===== config.mk =====
export PLATFORM = sky130hd
export DESIGN_NAME = mem_access_ctrl
export DESIGN_NICKNAME = d
export VERILOG_FILES = /design/src/rtl/mem_access_pkg.sv /design/src/rtl/mem_addr_gen.sv /design/src/rtl/mem_access_ctrl.sv
export SDC_FILE = /design/constraint.sdc
export NUM_CORES = 1
export LEC_CHECK = 0
export CELL_PAD_IN_SITES_DETAIL_PLACEMENT = 1
export CELL_PAD_IN_SITES_GLOBAL_PLACEMENT = 1
export CORE_UTILIZATION = 31
export DETAILED_ROUTE_END_ITERATION = 6
export MAX_ROUTING_LAYER = met4
export PLACE_DENSITY = 0.89
export RECOVER_POWER = 25
export SLEW_MARGIN = 20
export SYNTH_ARGS = -nofsm -noshare
export SYNTH_HDL_FRONTEND = slang
export SYNTH_SLANG_ARGS = --single-unit
export TNS_END_PERCENT = 30

===== constraint.sdc =====
create_clock -name clk -period 2.1 [get_ports clk]
set_clock_uncertainty 0.05 [all_clocks]
set_input_delay 0.21 -clock clk [delete_from_list [all_inputs] [get_ports clk]]
set_output_delay 0.21 -clock clk [all_outputs]
set_load 0.02 [all_outputs]

===== src/rtl/mem_access_pkg.sv =====
// Shared types and defaults for the memory access controller slice.
package mem_access_pkg;

  localparam int MEM_DEPTH_DFLT = 129;
  localparam int ADR_W_DFLT     = 10;
  localparam int LEN_W          = 4;

  typedef enum logic [1:0] {
    IDLE,
    WR,
    RD_ISSUE,
    RD_DRAIN
  } ctrlState_e;

endpackage


===== src/rtl/mem_addr_gen.sv =====
// Loadable burst address counter that wraps at MEM_DEPTH and tracks the
// number of words still to be issued after the current one.
module mem_addr_gen
  import mem_access_pkg::*;
#(
  parameter int MEM_DEPTH = MEM_DEPTH_DFLT,
  parameter int ADR_W     = ADR_W_DFLT
) (
  input  logic             clk,
  input  logic             rst,
  input  logic             load_i,
  input  logic             adv_i,
  input  logic [ADR_W-1:0] startAdr_i,
  input  logic [LEN_W-1:0] len_i,
  output logic [ADR_W-1:0] adr_o,
  output logic             last_o
);

  localparam logic [ADR_W-1:0] LAST_ADR = ADR_W'(MEM_DEPTH - 1);

  logic [ADR_W-1:0] adr_q, adr_d;
  logic [LEN_W-1:0] rem_q, rem_d;

  // Out-of-range start addresses are folded into the memory before use;
  // the remaining count holds at zero once the final word has been issued.
  always_comb begin
    adr_d = adr_q;
    rem_d = rem_q;
    if (load_i) begin
      adr_d = ADR_W'(32'(startAdr_i) % MEM_DEPTH);
      rem_d = len_i;
    end else if (adv_i) begin
      adr_d = (adr_q == LAST_ADR) ? '0 : adr_q + ADR_W'(1);
      if (rem_q != '0) begin
        rem_d = rem_q - LEN_W'(1);
      end
    end
  end

  always_ff @(posedge clk or posedge rst) begin
    if (rst) begin
      adr_q <= '0;
      rem_q <= '0;
    end else begin
      adr_q <= adr_d;
      rem_q <= rem_d;
    end
  end

  assign adr_o  = adr_q;
  assign last_o = (rem_q == '0);

endmodule


===== src/rtl/mem_access_ctrl.sv =====
// Arbitrates single-byte writes (priority) and burst reads onto one
// registered-read memory port.
module mem_access_ctrl
  import mem_access_pkg::*;
#(
  parameter int MEM_DEPTH = MEM_DEPTH_DFLT,
  parameter int ADR_W     = ADR_W_DFLT
) (
  input  logic             clk,
  input  logic             rst,
  input  logic             rd_req_valid,
  output logic             rd_req_ready,
  input  logic [ADR_W-1:0] rd_req_adr,
  input  logic [LEN_W-1:0] rd_req_len,
  output logic             rd_data_valid,
  output logic [31:0]      rd_data,
  output logic             rd_last,
  input  logic             wr_valid,
  output logic             wr_ready,
  input  logic [ADR_W-1:0] wr_adr,
  input  logic [7:0]       wr_data,
  output logic             mem_w_r_en,
  output logic [ADR_W-1:0] mem_adr,
  output logic [7:0]       mem_write_data,
  input  logic [31:0]      mem_read_data
);

  ctrlState_e       state_q, state_d;
  logic [ADR_W-1:0] wrAdr_q, wrAdr_d;
  logic [7:0]       wrData_q, wrData_d;
  logic             rdValid_q, rdValid_d;
  logic             rdLast_q, rdLast_d;
  logic             genLoad, genAdv, genLast;
  logic [ADR_W-1:0] genAdr;

  mem_addr_gen #(
    .MEM_DEPTH (MEM_DEPTH),
    .ADR_W     (ADR_W)
  ) u_addr_gen (
    .clk        (clk),
    .rst        (rst),
    .load_i     (genLoad),
    .adv_i      (genAdv),
    .startAdr_i (rd_req_adr),
    .len_i      (rd_req_len),
    .adr_o      (genAdr),
    .last_o     (genLast)
  );

  // Read data lags the issued address by one cycle, so valid/last are the
  // issue-cycle conditions delayed by one register stage.
  always_comb begin
    state_d   = state_q;
    wrAdr_d   = wrAdr_q;
    wrData_d  = wrData_q;
    genLoad   = 1'b0;
    genAdv    = 1'b0;
    rdValid_d = (state_q == RD_ISSUE);
    rdLast_d  = (state_q == RD_ISSUE) && genLast;
    case (state_q)
      IDLE: begin
        if (wr_valid) begin
          wrAdr_d  = ADR_W'(32'(wr_adr) % MEM_DEPTH);
          wrData_d = wr_data;
          state_d  = WR;
        end else if (rd_req_valid) begin
          genLoad = 1'b1;
          state_d = RD_ISSUE;
        end
      end
      WR: begin
        state_d = IDLE;
      end
      RD_ISSUE: begin
        genAdv = 1'b1;
        if (genLast) begin
          state_d = RD_DRAIN;
        end
      end
      RD_DRAIN: begin
        state_d = IDLE;
      end
      default: begin
        state_d = IDLE;
      end
    endcase
  end

  always_ff @(posedge clk or posedge rst) begin
    if (rst) begin
      state_q   <= IDLE;
      wrAdr_q   <= '0;
      wrData_q  <= '0;
      rdValid_q <= 1'b0;
      rdLast_q  <= 1'b0;
    end else begin
      state_q   <= state_d;
      wrAdr_q   <= wrAdr_d;
      wrData_q  <= wrData_d;
      rdValid_q <= rdValid_d;
      rdLast_q  <= rdLast_d;
    end
  end

  assign rd_req_ready   = (state_q == IDLE);
  assign wr_ready       = (state_q == IDLE);
  assign mem_w_r_en     = (state_q == WR);
  assign mem_write_data = (state_q == WR) ? wrData_q : 8'h00;
  assign mem_adr        = (state_q == WR)       ? wrAdr_q :
                          (state_q == RD_ISSUE) ? genAdr  : '0;
  assign rd_data_valid  = rdValid_q;
  assign rd_last        = rdLast_q;
  assign rd_data        = mem_read_data;

endmodule


==> impl_metrics.ini <==
[status]
status = finished with violations
violations = setup timing

[floorplan]
start_util = 0.324
ios = 123
dieHeight_um = 115
coreArea_um2 = 12200
die_x_um = 115
row_count = 40
dieArea_um2 = 13200

[drt]
routed_via_density = 5.87
ant_nets = 0
remaining_drc_errors = 0
drt-initial-drc-count = 404
drt-pass1-iter-count = 4
wl_um = 21100
vias = 5062
wl_per_cell_um = 24.5

[timing]
fmax_mhz = 287
period_share = 1.66
finalCriticalPeriod_ns = 3.49
finalHoldViolCount = 0
worst_pin_slew_ns = 0.624
drv_slew = 0
setup_viol = 21
slew-limit-headroom = 0.581
rsz0062_at_grt = true
holdWs_ns = 0.305
layout_setup_ws_ns = -1.39

[critical_path]
worst_r2r_path_depth = 10
start_kind = input port
crit_end = u_addr_gen.adr_o[3]$_DFFE_PP0P_
worstPathArrival_ns = 3.60
required_ns = 2.22
cp-startpoint = rd_req_adr[3]
end_kind = flop
crit_type = input port to flop
critPathMaxFanout = 4
r2r_setup_slack_ns = -0.69
reg2reg_to = u_addr_gen.adr_o[5]$_DFFE_PP0P_
r2r_start = u_addr_gen.adr_o[0]$_DFFE_PP0P_

[synth]
synth_area_um2 = 3950
synth_ff_type = dfrtp_1
synth_common_cells = nand2_1, dfrtp_1, buf_4
syn_area_per_cell_um2 = 8.17
ys_types = 75
syn_nets = 565
synth_edf_count = 0
async_flop_share = 1.00
synth_warnings = 0
synth_area_leader_cell = dfrtp_1
ys_seq_area_frac = 0.228
synth_area_leaders = dfrtp_1, buf_4, xnor2_1, ha_1, a21oi_1
synth_cells = 484
synth_top_area_frac = 0.228
synth-seq-cells = 36
post-synth-top-count-cell = nand2_1

[clocking]
clockRootBuffer = clkbuf_16
cts.clk_slew.worst_paths_ns = 0.06
worstSkewPairLatency_ns = 0.30
cts_buffer_depth = 2
cts_buffers = 5
htreeDepth = 2
cts_tree = done
cts.sinks = 36

[run]
cap_violations = 0

[final_layout]
drive_gt1_frac = 0.491
num_antenna_cells = 0
syn_to_final_growth_pct = 68.6
nNetsFinal = 775

[placement]
pre_cts_ws_ns = -2.08
gp_congestion = 0.895
dp_hpwl_um = 12900
io_buffers = 58

[worst_hold_path]
min_path_type = input port to async pin

[global_routing]
gr-total-overflow = 0
grt_pass1_vias = 5511
antenna_found_initial = 0
grt_max_degree = 37
grt_usage = 0.329
grt_pass1_wl_um = 31900

[power]
leakage_uw = 0.00292
ir_worst_vdd_mv = 0.382
p_per_area_nw_per_um2 = 828
[routing by layer]
layer	vias up	track usage	routed length (µm)
met5	-	-	0
met4	0	0.195	1350
met3	118	0.0474	913
met2	238	0.574	10900
met1	2542	0.354	7970
li1	2164	-	-
[worst min path at each step]
| stage | slack (ns) | end | startpoint | cells after the start |
|---|---|---|---|---|
| 3_3_place_gp | 0.37 | rd_data[1] | mem_read_data[1] | 0 |
| 3_5_place_dp | 0.37 | rd_data[1] | mem_read_data[1] | 0 |
| 2_1_floorplan | 0.28 | u_addr_gen.rem_q[0]$_DFFE_PP0P_ | rd_req_len[0] | 2 |
| 6_report | 0.30 | u_addr_gen.adr_o[7]$_DFFE_PP0P_ | rst | 3 |
| 4_1_cts | 0.34 | u_addr_gen.rem_q[2]$_DFFE_PP0P_ | rst | 3 |
| 5_1_grt | 0.35 | state_q[0]$_DFFE_PP0P_ | rst | 3 |
[registers in the layout, summed over array words and instances (netlist names)]
name	cells
state_q	2
wrAdr_q	10
u_addr_gen.adr_o	10
wrData_q	8
u_addr_gen.rem_q	4
rd_last	1
rd_data_valid	1
[where the power goes]
group	switching [µW]	leakage, µW	internal [µW]
logic	1840	0.00242	1450
clock network	329	0.0000760	499
registers	364	0.000432	1040
[timing repair]
item	in CTS	in global routing
hold buffers	0	0
pin swaps	54	31
resized for setup	179	39
setup buffers	30	11
endpoints found under the setup margin	38	22
[critical path: stages]
cell,delay (ns)
buf_6,0.10
or4b_4,0.56
o21a_1,0.22
a211o_4,0.36
o311ai_4,0.39
buf_4,0.20
a31oi_2,0.11
a311oi_4,0.48
nor4_4,0.11
buf_4,0.20
nor4_2,0.40
xnor2_1,0.17
o21ai_1,0.10
[through the flow]
| step | setup TNS, ns | utilization | instances | instance area, µm² | total power [µW] |
|---|---|---|---|---|---|
| after global placement | -33.97 | 0.465 | 815 | 5670 | 3940 |
| final | -25.31 | 0.546 | 862 | 6670 | 5520 |
| after global routing | -27.50 | 0.546 | 862 | 6670 | 5710 |
| after floorplan | -27.46 | - | 484 | 4070 | 2850 |
| after CTS | -22.72 | 0.524 | 852 | 6400 | 5090 |
| after detailed placement | -39.28 | 0.465 | 815 | 5670 | 4220 |
[layout make-up]
type / instances / area (µm²)
Clock buffer: 7 / 153
Multi-Input combinational cell: 379 / 3300
Timing Repair Buffer: 252 / 2030
Fill cell: 1434 / 5540
Sequential cell: 36 / 901
Inverter: 20 / 75.1
Tap cell: 168 / 210
[layout by cell type, fill, tap and decap left out, types with 4 or more instances in the layout]
cell             Yosys  layout
o21ai_1             17      12
o21a_1               8       8
xor2_1               8       7
clkdlybuf4s50_1      0      22
nand2b_1            11       9
nor3_1              16      13
and3_1              11       9
xnor2_1             19      15
nand3b_1             5       5
mux2_2              12      11
o21ai_2              0       7
or2_2                7       5
nor2_2               1       4
clkbuf_16            0       5
ha_1                13       7
dfrtp_1             36      36
a22o_1               9       9
buf_2                5       4
inv_1               20      18
o21ai_0             22      18
nor4_2               1       4
dlygate4sd2_1        0      19
and2_1              10       9
a21oi_2              0       4
buf_6                1      15
nor2_1              27      22
a21oi_4              0       4
a21oi_1             31      23
a31oi_1              8       4
nand2_1             37      33
a31oi_2              1       5
buf_4               33     190
nand3_1             11       9
nor4_4               1       4
nor3b_1             11       9
[cell families after synthesis]
family / synth area share
multiplexers: 0.0535
AO/OA/AOI/OAI: 0.256
XOR/XNOR: 0.0639
AND/OR/NAND/NOR: 0.257
adder cells (fa/ha/maj): 0.0411
flip-flops: 0.228
buffers and inverters: 0.100
Power figures use the tool's default switching activity.
==> edit: new RTL, same flow settings <==
Re-encode `ctrlState_e` (4 states) as one-hot, 4 bits wide.
--- a/src/rtl/mem_access_pkg.sv
+++ b/src/rtl/mem_access_pkg.sv
@@ -5,11 +5,11 @@
   localparam int ADR_W_DFLT     = 10;
   localparam int LEN_W          = 4;
 
-  typedef enum logic [1:0] {
-    IDLE,
-    WR,
-    RD_ISSUE,
-    RD_DRAIN
+  typedef enum logic [3:0] {
+    IDLE     = 4'b0001,
+    WR       = 4'b0010,
+    RD_ISSUE = 4'b0100,
+    RD_DRAIN = 4'b1000
   } ctrlState_e;
 
 endpackage
Behaviour: same outputs for any inputs over 10 cycles, from zero or initial values and one cycle with rst high; not proved beyond that.
==> edit against the original RTL <==
The run still ends with negative setup slack left; power decreased by 1.4%; setup slack got worse by 0.30 ns; synthesized area up 6.6%; sequential share of layout area rose by 0.50 points; sequential power increased by 6%; first-iteration DRC count rose by 16%; wire length increased by 12%; via count rose by 9.3%; clock power increased by 30%; cell area grew 1.9%; sequential cell count increased by 2; count of clock-buffer cells in the layout shrank 1.
==> edit: results (changes against the original RTL) <==
Peak VDD IR: 0.412 mV (was 0.382 mV)
XOR/XNOR Fraction of Synth Area: 7.06% (was 6.39%)
Global Route met1 Usage: 33.0% (was 35.4%)
number of clock buffers in the layout: 6 (was 7)
pwr dens: 801 nW/um^2 (was 828 nW/um^2)
Yosys reg bits: 38 (was 36)
first-pass GRT wire length: 33400 um (was 31900 um)
Netlist cell types: 81 (was 75)
Multi-input gate area: 3350 um^2 (was 3300 um^2)
Final setup viols: 26 (was 21)
worst-path fanout max: 6 (was 4)
Multi-input comb cells: 422 (was 379)
status: finished, violations left (unchanged)
initial DRC count: 469 (was 404)
Post-CTS Resized: 163 (was 179)
Setup crit start: rd_req_adr[2] (was rd_req_adr[3])
grt met3 use: 6.27% (was 4.74%)
vias in the first global route: 5945 (was 5511)
postcts setup bufs: 19 (was 30)
Synthesized Nets: 618 (was 565)
Final Wtd Congestion: 0.923 (was 0.895)
DR WL/cell: 26.0 um (was 24.5 um)
slew at the pin closest to its max-slew limit: 0.563 ns (was 0.624 ns)
Seq/Total Area, Yosys: 22.6% (was 22.8%)
Buffers excl. clock: 245 (was 252)
Synth Area in Adders: 4.45% (was 4.11%)
post-DR vias/cell: 6.07 (was 5.87)
Filler Cell Count: 1569 (was 1434)
Met3 Wirelength: 1730 um (was 913 um)
clock power share: 19.9% (was 15.0%)
NetSw: 0.00247 W (was 0.00253 W)
largest net degree at the start of global routing: 39 (was 37)
share of post-route cells with drive strength above 1: 43.5% (was 49.1%)
worst r2r src: state_q[0] (was u_addr_gen.adr_o[0])
final worst slack: -1.69 ns (was -1.39 ns)
Place WS: -2.61 ns (was -2.08 ns)
gr usage total: 31.5% (was 32.9%)
Static Leak: 3.00 nW (was 2.92 nW)
met1 WL: 8530 um (was 7970 um)
synth top area cells: dfrtp_1 22%, nand2_1 6.8%, buf_4 5.9%, xnor2_1 5.4%, ha_1 4.5% (was dfrtp_1 23%, buf_4 6.3%, xnor2_1 4.2%, ha_1 4.1%, a21oi_1 3.9%)
drt first pass iters: 5 (was 4)
violated checks: negative setup slack (unchanged)
sequential share of power: 27.2% (was 25.4%)
post-DP HPWL: 13600 um (was 12900 um)
Crit path arrival time: 3.91 ns (was 3.60 ns)
routed wl met2: 11800 um (was 10900 um)
final-stage net count: 817 (was 775)
Non-CTS inverters: 22 (was 20)
setup tns final: -32.24 ns (was -25.31 ns)
Placed Area: 5990 um^2 (was 5670 um^2)
met2 Use GR: 54.4% (was 57.4%)
Data buffer area share: 29.2% (was 30.4%)
register area: 952 um^2 (was 901 um^2)
mux share of post-synthesis cell area: 3.59% (was 5.35%)
==> edit: cell count changes in the layout (fill, tap and decap cells not counted), sizes merged, moves of 5 or more <==
cell           unedited run  this run
xnor2                    19        26
nand2b                   11         4
nand4                     2         7
mux2                     14         6
nor2                     29        38
dlygate4sd2              19         7
nand2                    37        76
a211oi                    1         6
a31oi                    10         5
clkdlybuf4s15             0         6
o21a                      8         3
==> edit: worst paths after layout <==
check,to,slack [ns],depth (start not counted)
max,u_addr_gen.adr_o[2],-1.69,17
min,u_addr_gen.rem_q[2],0.30,3
max reg2reg,u_addr_gen.adr_o[8],-0.64,9
min reg2reg,wrData_q[0],0.48,2
max in group asynchronous,u_addr_gen.adr_o[7],1.31,3
min in group clk,rd_data[1],0.37,0
==> edit: metrics by stage <==
stage / util, % / std cells
2_1_floorplan: - / 535
3_3_place_gp: 45.2 / 873
3_5_place_dp: 45.2 / 873
4_1_cts: 49.3 / 900
5_1_grt: 51.3 / 911
6_report: 51.3 / 911
